[src/rtl/elevator_step_sequencer.sv]
// ----------------------------------------------------------------------------
// elevator_step_sequencer
// Motion sequencer for one elevator car's stepper drive. Accepts move commands
// (direction + step count) over valid/ready, emits one-cycle step strobes at a
// fixed rate to the phase generator and tracks absolute car position with hard
// travel limits at 0 and POS_MAX.
// ----------------------------------------------------------------------------

module elevator_step_sequencer #(
   parameter int CNT_W    = 16,
   parameter int POS_W    = 16,
   parameter int POS_MAX  = 4000,
   parameter int STEP_DIV = 100000,
   parameter int HOLD_CYC = 50000
) (
   input  logic             clk,
   input  logic             reset,
   input  logic             cmd_valid,
   output logic             cmd_ready,
   input  logic             cmd_dir,
   input  logic [CNT_W-1:0] cmd_steps,
   input  logic             abort,
   output logic             step_pulse,
   output logic             motor_dir,
   output logic             motor_hold,
   output logic             busy,
   output logic             done,
   output logic             limit_err,
   output logic [POS_W-1:0] position
);

   // Divider needs STEP_DIV distinct values, hold counter HOLD_CYC values.
   localparam int DIV_W  = (STEP_DIV > 1) ? $clog2(STEP_DIV) : 1;
   localparam int HOLD_W = $clog2(HOLD_CYC + 1);

   localparam logic [DIV_W-1:0]  DIV_LAST  = DIV_W'(STEP_DIV - 32'd1);
   localparam logic [HOLD_W-1:0] HOLD_LAST = HOLD_W'(HOLD_CYC - 32'd1);
   localparam logic [POS_W-1:0]  POS_TOP   = POS_W'(POS_MAX);
   localparam logic [DIV_W-1:0]  DIV_ZERO  = {DIV_W{1'b0}};
   localparam logic [HOLD_W-1:0] HOLD_ZERO = {HOLD_W{1'b0}};
   localparam logic [CNT_W-1:0]  CNT_ZERO  = {CNT_W{1'b0}};
   localparam logic [POS_W-1:0]  POS_ZERO  = {POS_W{1'b0}};
   localparam logic [DIV_W-1:0]  DIV_ONE   = DIV_W'(1'b1);
   localparam logic [HOLD_W-1:0] HOLD_ONE  = HOLD_W'(1'b1);
   localparam logic [CNT_W-1:0]  CNT_ONE   = CNT_W'(1'b1);
   localparam logic [POS_W-1:0]  POS_ONE   = POS_W'(1'b1);

   typedef enum logic [1:0] {
      ST_IDLE = 2'd0,
      ST_RUN  = 2'd1,
      ST_STOP = 2'd2
   } state_t;

   state_t             state_r;
   state_t             state_s;

   logic [DIV_W-1:0]   div_r;
   logic [DIV_W-1:0]   div_s;
   logic [HOLD_W-1:0]  hold_r;
   logic [HOLD_W-1:0]  hold_s;
   logic [CNT_W-1:0]   remaining_r;
   logic [CNT_W-1:0]   remaining_s;
   logic [POS_W-1:0]   position_r;
   logic [POS_W-1:0]   position_s;
   logic               motor_dir_r;
   logic               motor_dir_s;
   logic               step_pulse_r;
   logic               step_pulse_s;
   logic               done_r;
   logic               done_s;
   logic               limit_err_r;
   logic               limit_err_s;
   logic               motor_hold_r;

   logic               handshake_s;
   logic               wrap_s;
   logic               at_limit_s;

   // Handshake, divider wrap and travel-limit qualifiers.
   always_comb begin
      handshake_s = cmd_valid & (state_r == ST_IDLE);
      wrap_s      = (div_r == DIV_LAST);
      if (motor_dir_r) begin
         at_limit_s = (position_r == POS_TOP);
      end else begin
         at_limit_s = (position_r == POS_ZERO);
      end
   end

   // Next-state and next-datapath logic for the IDLE -> RUN -> STOP sequence.
   always_comb begin
      state_s      = state_r;
      div_s        = div_r;
      hold_s       = hold_r;
      remaining_s  = remaining_r;
      position_s   = position_r;
      motor_dir_s  = motor_dir_r;
      step_pulse_s = 1'b0;
      done_s       = 1'b0;
      limit_err_s  = 1'b0;

      case (state_r)
         ST_IDLE: begin
            // abort has no effect here; only a handshake starts anything.
            if (handshake_s) begin
               motor_dir_s = cmd_dir;
               remaining_s = cmd_steps;
               div_s       = DIV_ZERO;
               hold_s      = HOLD_ZERO;
               if (cmd_steps == CNT_ZERO) begin
                  // Zero-length move completes without ever energising.
                  done_s = 1'b1;
               end else begin
                  state_s = ST_RUN;
               end
            end else begin
               state_s = ST_IDLE;
            end
         end

         ST_RUN: begin
            if (abort) begin
               // Abort beats a coincident wrap tick: no step this cycle.
               state_s = ST_STOP;
               div_s   = DIV_ZERO;
               hold_s  = HOLD_ZERO;
            end else if (wrap_s) begin
               div_s = DIV_ZERO;
               if (at_limit_s) begin
                  // Step would leave the shaft; drop remaining steps.
                  limit_err_s = 1'b1;
                  state_s     = ST_STOP;
                  hold_s      = HOLD_ZERO;
               end else begin
                  step_pulse_s = 1'b1;
                  remaining_s  = remaining_r - CNT_ONE;
                  if (motor_dir_r) begin
                     position_s = position_r + POS_ONE;
                  end else begin
                     position_s = position_r - POS_ONE;
                  end
                  if (remaining_r == CNT_ONE) begin
                     state_s = ST_STOP;
                     hold_s  = HOLD_ZERO;
                  end else begin
                     state_s = ST_RUN;
                  end
               end
            end else begin
               div_s = div_r + DIV_ONE;
            end
         end

         ST_STOP: begin
            // Keep the phase energised for HOLD_CYC cycles, then report done.
            if (hold_r == HOLD_LAST) begin
               state_s = ST_IDLE;
               hold_s  = HOLD_ZERO;
               done_s  = 1'b1;
            end else begin
               hold_s = hold_r + HOLD_ONE;
            end
         end

         default: begin
            state_s = ST_IDLE;
            div_s   = DIV_ZERO;
            hold_s  = HOLD_ZERO;
         end
      endcase
   end

   // State register.
   always_ff @(posedge clk) begin
      if (reset) begin
         state_r <= ST_IDLE;
      end else begin
         state_r <= state_s;
      end
   end

   // Datapath and registered outputs; reset discards any move in progress.
   always_ff @(posedge clk) begin
      if (reset) begin
         div_r        <= DIV_ZERO;
         hold_r       <= HOLD_ZERO;
         remaining_r  <= CNT_ZERO;
         position_r   <= POS_ZERO;
         motor_dir_r  <= 1'b0;
         step_pulse_r <= 1'b0;
         done_r       <= 1'b0;
         limit_err_r  <= 1'b0;
         motor_hold_r <= 1'b1;
      end else begin
         div_r        <= div_s;
         hold_r       <= hold_s;
         remaining_r  <= remaining_s;
         position_r   <= position_s;
         motor_dir_r  <= motor_dir_s;
         step_pulse_r <= step_pulse_s;
         done_r       <= done_s;
         limit_err_r  <= limit_err_s;
         motor_hold_r <= (state_s == ST_IDLE);
      end
   end

   assign cmd_ready  = (state_r == ST_IDLE);
   assign busy       = (state_r == ST_RUN) | (state_r == ST_STOP);
   assign step_pulse = step_pulse_r;
   assign motor_dir  = motor_dir_r;
   assign motor_hold = motor_hold_r;
   assign done       = done_r;
   assign limit_err  = limit_err_r;
   assign position   = position_r;

   elevator_step_sequencer_chk #(
      .POS_W   (POS_W),
      .POS_MAX (POS_MAX)
   ) u_chk (
      .clk        (clk),
      .reset      (reset),
      .cmd_ready  (cmd_ready),
      .busy       (busy),
      .step_pulse (step_pulse),
      .motor_hold (motor_hold),
      .done       (done),
      .limit_err  (limit_err),
      .position   (position)
   );

endmodule

// ----------------------------------------------------------------------------
// elevator_step_sequencer_chk
// Invariants of the sequencer's externally visible behaviour.
// ----------------------------------------------------------------------------

module elevator_step_sequencer_chk #(
   parameter int POS_W   = 16,
   parameter int POS_MAX = 4000
) (
   input logic             clk,
   input logic             reset,
   input logic             cmd_ready,
   input logic             busy,
   input logic             step_pulse,
   input logic             motor_hold,
   input logic             done,
   input logic             limit_err,
   input logic [POS_W-1:0] position
);

   localparam logic [POS_W-1:0] POS_TOP = POS_W'(POS_MAX);

   // The motor is never stepped while the phase is held in its initial state.
   a_step_not_held: assert property (@(posedge clk) disable iff (reset)
      step_pulse |-> !motor_hold);

   // Car position stays inside the shaft.
   a_pos_in_range: assert property (@(posedge clk) disable iff (reset)
      position <= POS_TOP);

   // Ready and busy are exact complements.
   a_ready_busy: assert property (@(posedge clk) disable iff (reset)
      cmd_ready == !busy);

   // Completion is only ever reported from IDLE.
   a_done_idle: assert property (@(posedge clk) disable iff (reset)
      done |-> !busy);

   // A limit hit always lands in STOP.
   a_limit_busy: assert property (@(posedge clk) disable iff (reset)
      limit_err |-> busy);

endmodule
[config.mk]
export PLATFORM = sky130hd
export DESIGN_NAME = elevator_step_sequencer
export DESIGN_NICKNAME = d
export VERILOG_FILES = /design/src/rtl/elevator_step_sequencer.sv
export SDC_FILE = /design/constraint.sdc
export NUM_CORES = 1
export LEC_CHECK = 0
export ABC_CLOCK_PERIOD_IN_PS = 3200
export BUFFER_PORTS_ARGS = -buffer_cell sky130_fd_sc_hd__buf_2
export CORE_ASPECT_RATIO = 1.1
export CORE_UTILIZATION = 59
export DETAILED_ROUTE_END_ITERATION = 10
export GPL_TIMING_DRIVEN = 0
export HOLD_SLACK_MARGIN = 0.02
export MAX_ROUTING_LAYER = met4
export PLACE_DENSITY = 0.8
export SKIP_CTS_REPAIR_TIMING = 1
export SYNTH_ARGS = -nofsm -noshare
export SYNTH_HDL_FRONTEND = slang
export SYNTH_HIERARCHICAL = 1
export SYNTH_SLANG_ARGS = --single-unit
[constraint.sdc]
create_clock -name clk -period 3.2 [get_ports clk]
set_input_delay 0.48 -clock clk [delete_from_list [all_inputs] [get_ports clk]]
set_output_delay 0.48 -clock clk [all_outputs]
set_load 0.05 [all_outputs]
== Yosys cells after proc, flatten, opt, wreduce, memory -nomap -nowiden ==
Index checks and enable logic that the tools add are counted.
Cells by class
  shift operators: 0
  add/sub/neg operators: 5
  multiply operators: 0
  muxes and demuxes: 32
  magnitude comparators: 0
  bitwise operators: 7
  reductions and logical operators: 11
  divide/modulo/power cells: 0
  equal/unequal tests: 12
Operator list (count)
  two-way mux 16 bit: 11
  two-way mux 17 bit: 3
  one-hot mux 17 bit (3 select lines): 1
  one-hot mux 16 bit (3 select lines): 1
  adder 16 x 1 -> 16 bit (second input constant): 2
  logical NOT 16 bit: 2
  one-hot mux 16 bit (2 select lines): 1
  subtractor 16 x 1 -> 16 bit (second input constant): 2
  adder 17 x 1 -> 17 bit (second input constant): 1
  equality test 17 bit (second input constant): 1
  equality test 16 x 1 -> 1 bit (second input constant): 1
  equality test 16 x 12 -> 1 bit (second input constant): 1
  equality test 16 bit (second input constant): 1
  two-way mux 2 bit: 7
  two-way mux 1 bit: 6
  != test 2 bit (second input constant): 3
  one-hot mux 2 bit (3 select lines): 1
  NOT 1 bit: 5
  AND reduction 5 bit: 1
  logical NOT 2 bit: 2
  != test 4 bit (second input constant): 1
  AND reduction 2 bit: 2
  AND reduction 4 bit: 1
  OR reduction 4 bit: 1
  9 further kinds: 9
Storage, ports and cells
  logic and storage cells: 77
  bits in latches: 0
  flip-flop bits (word level): 72
  memories: 0
  bits in writable memories: 0
  input bits: 21
  ROM bits: 0
  output and inout bits: 23

== Logic depth before layout (Yosys ltp) ==
Gate-level depths: netlist (run 1).
  word-level depth: 7
  depth in mapped cells: 10
  depth with buffers taken out: 9

== Least setup slack after synthesis (run 1) ==
Ideal clock, no wire load.
  path type: reg2reg
  start: register motor_dir_r, in the netlist motor_dir
  end: register position_r[8], in the netlist position[8]
  data required time: 3.068 ns
  arrival time: 2.758 ns
  stages on the path, launching flop included: 10
  path buffers: 0
  setup time: 0.132 ns
  path slack: 0.309 ns
  clock period less this slack: 2.891 ns
  cell sequence: dfxtp_1 > inv_1 > fa_1 > a21o_1 > a21oi_1 > o211ai_1 > a21o_1 > a21oi_1 > mux2i_1 > a21oi_1
On the way
  longest elaborated chain between the ends: 3
  elaborated cells between the ends (all ways): 4
  classes of those cells: mux (2); bitwise (1); reduce/logical (1)
RTL lines
  start: declaration: line 65  | logic motor_dir_r;
  start signal: assignment: line 199  | motor_dir_r <= motor_dir_s;
  two-way mux 1 bit: line 83  | if (motor_dir_r) begin
  NOT 1 bit (no source line)
  AND reduction 4 bit (no source line)
  end signal: assignment: line 198  | position_r <= position_s;
  end: declaration: line 63  | logic [POS_W-1:0] position_r;
Parallel ways exist; a longest one is shown, timed or not.
A chain may end at the register's enable or synchronous reset.

== Final worst setup path (run 1) ==
Same ends and word-level chain as after synthesis.

==> results of run 1 <==
==> area by class of cell <==
type	instances	area, µm²
Buffer	24	103
Clock buffer	10	128
Multi-Input combinational cell	438	2740
Sequential cell	72	1440
Tap cell	85	106
Clock inverter	6	155
Timing Repair Buffer	43	215
Inverter	16	60.1
Fill cell	593	2140
==> layout by cell type (no fill, tap or decap), drive strengths merged, types with 4 or more instances in the layout <==
cell	instances
a31oi	6
inv	16
nor4	12
buf	50
and3	14
nor2b	4
a211oi	9
or3	9
nor3	15
nand3	32
bufinv	5
o21ai	34
mux2	4
o211ai	7
or4	5
dfxtp	72
nand2	61
xor2	15
or3b	5
nand4	10
xnor2	8
clkbuf	27
ha	22
a21o	8
a21oi	51
and2	6
nand2b	5
nor2	52
==> tightest hold or removal path: stages <==
cell	delay (ns)
buf_2	0.11
nand3_1	0.07
a21oi_1	0.06
==> kinds of logic after synthesis <==
group	count (synthesis)
flops	72
mux	5
simple gates	246
compound gates	141
fa+ha+maj	23
buf+inv	40
xor+xnor	23
==> sequential cells by signal, indices dropped and copies added, names as in the netlist <==
name         cells
div_r           17
hold_r          16
position        16
remaining_r     16
state_r          2
done             1
limit_err        1
motor_dir        1
motor_hold       1
step_pulse       1
==> cells in the mapped netlist (3+ instances only) <==
library cell and count:
dfxtp_1 72, nand2_1 61, nor2_1 51, a21oi_1 50, o21ai_0 33, nand3_1 32
ha_1 22, clkbuf_1 17, inv_1 16, nor3_1 15, xor2_1 15, and3_1 14
nor4_1 11, nand4_1 10, a211oi_1 9, a21o_1 8, or3_1 8, xnor2_1 8
o211ai_1 7, a31oi_1 6, and2_1 6, or3b_1 5, buf_2 4, mux2_2 4
nand2b_1 4, nor2b_1 4, nor4b_1 3, nor4bb_1 3, o21a_1 3, o32ai_1 3
or4_1 3
==> stage by stage <==
stage,worst slack [ns],hold slack (ns)
6_report,0.314,0.409
5_1_grt,0.103,0.426
4_1_cts,0.376,0.398
3_5_place_dp,0.403,0.474
3_3_place_gp,0.419,0.461
2_1_floorplan,0.309,0.449
==> routing by layer <==
layer  track usage  share of wire  up-vias
met2         0.516           0.48      164
met5             -              0        -
met4         0.145          0.024        0
li1              -              -     2112
met3        0.0567          0.059       36
met1         0.362           0.43     2006
==> power by group through the flow <==
stage          Combinational (W)  Clock, W  Sequential (W)
6_report                0.000338   0.00103        0.000951
5_1_grt                 0.000372   0.00108        0.000954
4_1_cts                 0.000333   0.00104        0.000950
3_5_place_dp            0.000332         0        0.000971
3_3_place_gp            0.000323         0        0.000969
2_1_floorplan           0.000239         0        0.000971
==> final timing paths <==
| path | startpoint | endpoint |
|---|---|---|
| setup / recovery | motor_dir | position[8] |
| hold / removal | cmd_dir | motor_dir |
| setup reg to reg | motor_dir | position[8] |
| hold reg to reg | div_r[1] | div_r[1] |
==> run metrics, run 1 <==
Crit path depth=9; asr flop ratio synth=0; DR vias/cell=6.22; GRT overflow=0; failing checks=design-rule violations; clock share of power=0.444; initial antenna violation count=0; layout cells sized above 1=0.133; final hold viol count=0; Switching Power=0.000603 W; Int Pwr=0.00171 W; final worst clock skew=0.00931 ns; area of the core=7090 µm²; actual slew at the worst max-slew pin=0.880 ns; worst hold-check path type=in2reg; Max IR drop VDD=0.298 mV; combinational power share=0.146; clk_lat worst skew=0.35 ns; synthesized flop and latch total=72; Die Y=92.0 µm; relative slew slack=0.409; Slowest-stage cell, CP=fa_1; H-tree depth=3; P per Cell Area=468 nW/µm²; post-route insts no fill=694; Util after Layout=0.698; Yosys top cell area share=0.332; Post-Synth Adder-Cell Area=0.0680; top_reg_cell synth=dfxtp_1; Design Area, Final=4950 µm²; port buffer count=43; crit-path max FO=16; GPL Wtd Cong=0.896; cells after synthesis=550; cts bufs inserted=9; Final Routed Wirelength=11,100 µm; Initial Util=0.613; overall routing resource usage=0.309; WP data required=3.41 ns; Tcrit/Tclk final=0.902; clk root buf=clkbuf_8; CTS tree=done; Synth Area in Simple Gates=0.298; RSZ-0062 raised after global routing=no; Layout area overhead=13.9%; Clock Path Buffers=2; Worst setup EP type=register; status=finished with violations; Top delay family on crit path=compound AO/OA/AOI/OAI gates; Yosys cell types=63; switching share of power=0.260; crit path buf inv count=1; Die X=83.8 µm; # nets final=648; Startpoint Class=register; Net Count, Synth=594; Cell Rows=32; Max Clk Rate=0.346 GHz; hold path depth=3; setup_tns=0 ns; P_leak=1.97 nW; Sink Count=72; largest net degree at the start of global routing=17; Slew Limit Fails=0; drt wl/cell=16.0 µm; FF-to-FF path depth=9; Synth Area in XOR/XNOR=0.0464; Post-Place Cells=678; top post-synthesis cells by area=dfxtp_1 (33%), ha_1 (6.3%), a21oi_1 (5.8%), nand2_1 (5.3%), nor2_1 (4.4%); Post-Syn Area=4340 µm²; number of max-cap violations=0; fin crit period=2.89 ns; multiplexer share of the synthesized area=0.0127; kind of critical path=reg2reg; largest family of logic cells by synthesized area=simple AND/OR/NAND/NOR gates; post-synthesis compound-gate area fraction=0.205; boundary pin count=44; Vias=4,318; Seq pwr share=0.410; die area=7710 µm²; Tot Pwr=0.00232 W; vias in the first global route=4,182; Setup violations, final=0; CP cell instances=inv_1 -> fa_1 -> a21o_1 -> a21oi_1 -> o211ai_1 -> a21o_1 -> a21oi_1 -> mux2i_1 -> a21oi_1; TritonRoute pass-1 iters=8; Detailed Route Iter0 Violations=295; antenna-violating nets left=0; critical path arrival=3.10 ns; DP Area=4660 µm²; Post-synth EDFFs=0; most used cell, CP=a21oi_1; Synth Warn #=6; sequential fraction of the synthesis area=0.332; clock slew at reported path FFs=0.08 ns; hpwl dp=7940 µm; Avg Inst Size Synth=7.90 µm²; # diodes=0; Yosys top cell by area=dfxtp_1; DRC Markers=6; CP max stage delay=0.55 ns; r2r setup slk=0.31 ns; first-pass GRT wire length=18,800 µm
Power figures use the tool's default switching activity.
==> inputs of run 2 (changes only) <==
--- a/config.mk
+++ b/config.mk
@@ -6,14 +6,13 @@
 export NUM_CORES = 1
 export LEC_CHECK = 0
 export ABC_CLOCK_PERIOD_IN_PS = 3200
-export BUFFER_PORTS_ARGS = -buffer_cell sky130_fd_sc_hd__buf_2
 export CORE_ASPECT_RATIO = 1.1
-export CORE_UTILIZATION = 59
+export CORE_UTILIZATION = 60
 export DETAILED_ROUTE_END_ITERATION = 10
+export DONT_BUFFER_PORTS = 1
 export GPL_TIMING_DRIVEN = 0
 export HOLD_SLACK_MARGIN = 0.02
-export MAX_ROUTING_LAYER = met4
-export PLACE_DENSITY = 0.8
+export PLACE_DENSITY = 0.76
 export SKIP_CTS_REPAIR_TIMING = 1
 export SYNTH_ARGS = -nofsm -noshare
 export SYNTH_HDL_FRONTEND = slang
==> run metrics, run 2 (synthesis results as in run 1) <==
status=completed; RSZ-0062 raised after global routing=no; Worst setup EP type=register; commonest non-fill, non-tap cell in the layout=dfxtp_1; Fillers=598; kind of critical path=reg2reg; Setup WS pre-CTS=-0.121 ns; TritonRoute pass-1 iters=5; r2r setup slk=0.32 ns; Die Y=91.2 µm; most used cell, CP=a21oi_1; Cell Rows=32; largest net degree at the start of global routing=17; Die X=83.1 µm; Util after Layout=0.667; vias in the first global route=3,934; clk root buf=clkbuf_8; # diodes=0; CP cell instances=clkinvlp_4 -> buf_4 -> fa_1 -> a21o_1 -> a21oi_1 -> o211ai_1 -> a21o_1 -> a21oi_1 -> mux2i_1 -> a21oi_1; Final Routed Wirelength=10,700 µm; fin crit period=2.88 ns; post-route insts no fill=654; number of max-cap violations=0; Max IR drop VDD=0.287 mV; Startpoint Class=register; boundary pin count=44; CTS tree=done; port buffer count=0; initial antenna violation count=0; Sink Count=72; Initial Util=0.620; GPL Wtd Cong=0.882; most frequent cells in the layout=dfxtp_1 (71), nand2_1 (61), nor2_1 (51), a21oi_1 (50), o21ai_0 (33); Final Worst Setup Slack=0.320 ns; layout cells sized above 1=0.0756; GRT overflow=0; P per Cell Area=419 nW/µm²; die area=7580 µm²; overall routing resource usage=0.298; actual slew at the worst max-slew pin=0.768 ns; Detailed Route Iter0 Violations=272; crit-path max FO=8; drt wl/cell=16.3 µm; P_leak=1.75 nW; H-tree depth=3; WP data required=3.42 ns; first-pass GRT wire length=18,400 µm; Top delay family on crit path=compound AO/OA/AOI/OAI gates; area of the core=7010 µm²; cts bufs inserted=9; DR vias/cell=6.26; # nets final=608; Layout area overhead=7.61%; Slew Limit Fails=0; final hold viol count=0; Vias=4,093; CP max stage delay=0.59 ns; Largest Register=div_r; Clock Path Buffers=2; Slowest-stage cell, CP=dfxtp_2; relative slew slack=0.484; crit path buf inv count=2; Setup violations, final=0; antenna-violating nets left=0; hpwl dp=7650 µm; critical path arrival=3.10 ns; DRC Markers=0; final worst clock skew=0.0118 ns; max reg flops=17; Post-Place Cells=635; clock slew at reported path FFs=0.08 ns; worst hold-check path type=in2reg; Tcrit/Tclk final=0.900; Max Clk Rate=0.347 GHz; clk_lat worst skew=0.36 ns
run 2: where the power goes:
| part | leakage, nW | internal [W] | total (W) | switching, W |
|---|---|---|---|---|
| Sequential | 0.584 | 0.000923 | 0.000958 | 0.0000354 |
| Combinational | 1.06 | 0.000112 | 0.000314 | 0.000201 |
| Clock | 0.0992 | 0.000342 | 0.000686 | 0.000345 |
run 2: layer usage:
metal  up-vias  track usage  share of wire
met1      1912        0.365           0.44
met2       119        0.506           0.48
met3        14       0.0773          0.062
met5         -            0              0
met4         0       0.0991          0.012
li1       2048            -              -
run 2: area by class of cell:
cell class                 count  area (µm²)  area share
buffer                        24         103      0.0220
clock buffer                  13         169      0.0361
clock inverter                 3        15.0     0.00321
inverter                      16        63.8      0.0137
multi-input combinational    438        2740       0.586
sequential                    72        1440       0.309
tap                           85         106      0.0228
timing repair buffer           3        35.0     0.00750
run 2: stage by stage:
step / instance area, µm² / total power (W) / TNS (ns) / hold WS [ns]
after floorplan: 4340 / 0.00121 / 0 / 0.449
after global placement: 4450 / 0.00127 / -0.126 / 0.457
after CTS: 4630 / 0.00196 / -0.325 / 0.281
final: 4670 / 0.00196 / 0 / 0.292
after global routing: 4670 / 0.00204 / 0 / 0.300
after detailed placement: 4450 / 0.00128 / -0.248 / 0.466
run 2: final timing paths:
check | end | from | cells after the start
max | position[8] | motor_dir | 10
min | motor_dir | cmd_dir | 2
max reg2reg | position[8] | motor_dir | 10
min reg2reg | remaining_r[4] | remaining_r[4] | 2
==> inputs of run 3 (changes only) <==
--- a/config.mk
+++ b/config.mk
@@ -7,6 +7,7 @@
 export LEC_CHECK = 0
 export ABC_CLOCK_PERIOD_IN_PS = 3200
 export CORE_ASPECT_RATIO = 1.1
+export CORE_MARGIN = 5
 export CORE_UTILIZATION = 60
 export DETAILED_ROUTE_END_ITERATION = 10
 export DONT_BUFFER_PORTS = 1
==> run metrics, run 3 (synthesis results as in run 1) <==
FF-to-FF path depth=10; TritonRoute pass-1 iters=5; final hold viol count=0; DP Area=4450 µm²; Seq pwr share=0.469; worst hold-check path type=in2reg; port buffer count=0; status=completed; Die Y=99.2 µm; Crit path depth=10; Switching Power=0.000591 W; Top delay family on crit path=compound AO/OA/AOI/OAI gates; P_leak=1.76 nW; clock slew at reported path FFs=0.08 ns; antenna-violating nets left=0; die area=9040 µm²; number of max-cap violations=0; fin crit period=2.94 ns; clock share of power=0.377; Tcrit/Tclk final=0.920; Initial Util=0.616; switching share of power=0.289; actual slew at the worst max-slew pin=0.759 ns; WP data required=3.42 ns; Die X=91.1 µm; r2r setup slk=0.26 ns; crit path to=position[8]; Design Area, Final=4700 µm²; relative slew slack=0.489; crit path from=motor_dir; CTS tree=done; drt wl/cell=17.1 µm; layout cells sized above 1=0.0789; combinational power share=0.154; critical path arrival=3.17 ns; Tot Pwr=0.00204 W; DRC Markers=0; GRT overflow=0; most frequent cells in the layout=dfxtp_1 (71), nand2_1 (61), nor2_1 (51), a21oi_1 (50), o21ai_0 (33); Slowest-stage cell, CP=dfxtp_2; Sink Count=72; Final Routed Wirelength=11,200 µm; cts bufs inserted=9; area of the core=7050 µm²; Slew Limit Fails=0; # nets final=610; Startpoint Class=register; Max Clk Rate=0.340 GHz; Clock Path Buffers=2; largest net degree at the start of global routing=17; Setup violations, final=0; GPL Wtd Cong=0.879; initial antenna violation count=0; clk root buf=clkbuf_8; final worst clock skew=0.0123 ns; clk_lat worst skew=0.36 ns; Cell Rows=32; Layout area overhead=8.15%; kind of critical path=reg2reg; P per Cell Area=435 nW/µm²; commonest non-fill, non-tap cell in the layout=dfxtp_1; RSZ-0062 raised after global routing=no; Worst setup EP type=register; DR vias/cell=6.32; most used cell, CP=a21oi_1; vias in the first global route=4,038; CP cell instances=clkinvlp_4 -> buf_4 -> fa_1 -> a21o_1 -> a21oi_1 -> o211ai_1 -> a21o_1 -> a21oi_1 -> mux2i_1 -> a21oi_1; # diodes=0; Max IR drop VDD=0.347 mV; R2R Path End=position[8]; H-tree depth=3; Vias=4,141; max reg flops=17; Detailed Route Iter0 Violations=206; Largest Register=div_r; hpwl dp=8000 µm; boundary pin count=44; overall routing resource usage=0.246; crit path buf inv count=2; CP max stage delay=0.60 ns; first-pass GRT wire length=18,600 µm; crit-path max FO=15; Int Pwr=0.00145 W; Reg-to-Reg Start=motor_dir
run 3: cell types whose count changed in the layout (fill, tap and decap cells not counted), sizes merged:
cell / delta
clkinv: -1
buf: +2
clkbuf: -1
bufinv: +1
run 3: through the flow:
stage                util  setup TNS [ns]  setup WS, ns  hold WS [ns]  cells
detailed placement  0.631          -0.253        -0.132         0.478    635
floorplan               -               0         0.309         0.449    550
global route        0.667               0         0.137         0.321    655
CTS                 0.661          -0.339        -0.142         0.312    650
finish              0.667               0         0.257         0.324    655
global placement    0.631          -0.138       -0.0925         0.463    635
run 3: final cells by class:
cell class,instances,area (µm²)
buffer,24,103
clock buffer,12,165
clock inverter,3,40.0
fill,614,2350
inverter,16,63.8
multi-input combinational,438,2740
sequential,72,1440
tap,85,106
timing repair buffer,5,37.5
run 3: power groups by stage:
stage               sequential [W]  combinational (W)  clock [W]
global placement          0.000976           0.000297          0
global route              0.000963           0.000351   0.000809
finish                    0.000958           0.000316   0.000770
detailed placement        0.000978           0.000304          0
CTS                       0.000957           0.000306   0.000771
floorplan                 0.000971           0.000239          0
run 3: worst min-delay path by stage:
stage	to	from	cells after the start	slack (ns)
finish	motor_dir	cmd_dir	2	0.32
global route	motor_dir	cmd_dir	2	0.32
CTS	motor_dir	cmd_dir	2	0.31
detailed placement	div_r[1]	div_r[1]	2	0.48
global placement	div_r[1]	div_r[1]	2	0.46
floorplan	div_r[1]	div_r[1]	2	0.45
run 3: metal layers:
| metal | vias up | GRT usage | routed length, µm |
|---|---|---|---|
| li1 | 2037 | - | - |
| met1 | 1959 | 0.298 | 4850 |
| met2 | 126 | 0.418 | 5450 |
| met3 | 19 | 0.0545 | 697 |
| met4 | 0 | 0.106 | 202 |
| met5 | - | 0 | 0 |
run 3: worst register-to-register path: cells and delay by family (launching register included):
family	cells	cell delay (ns)
flip-flops	1	0.60
buffers and inverters	2	0.37
AO/OA/AOI/OAI	6	1.16
adder cells (fa/ha/maj)	1	0.48
multiplexers	1	0.21
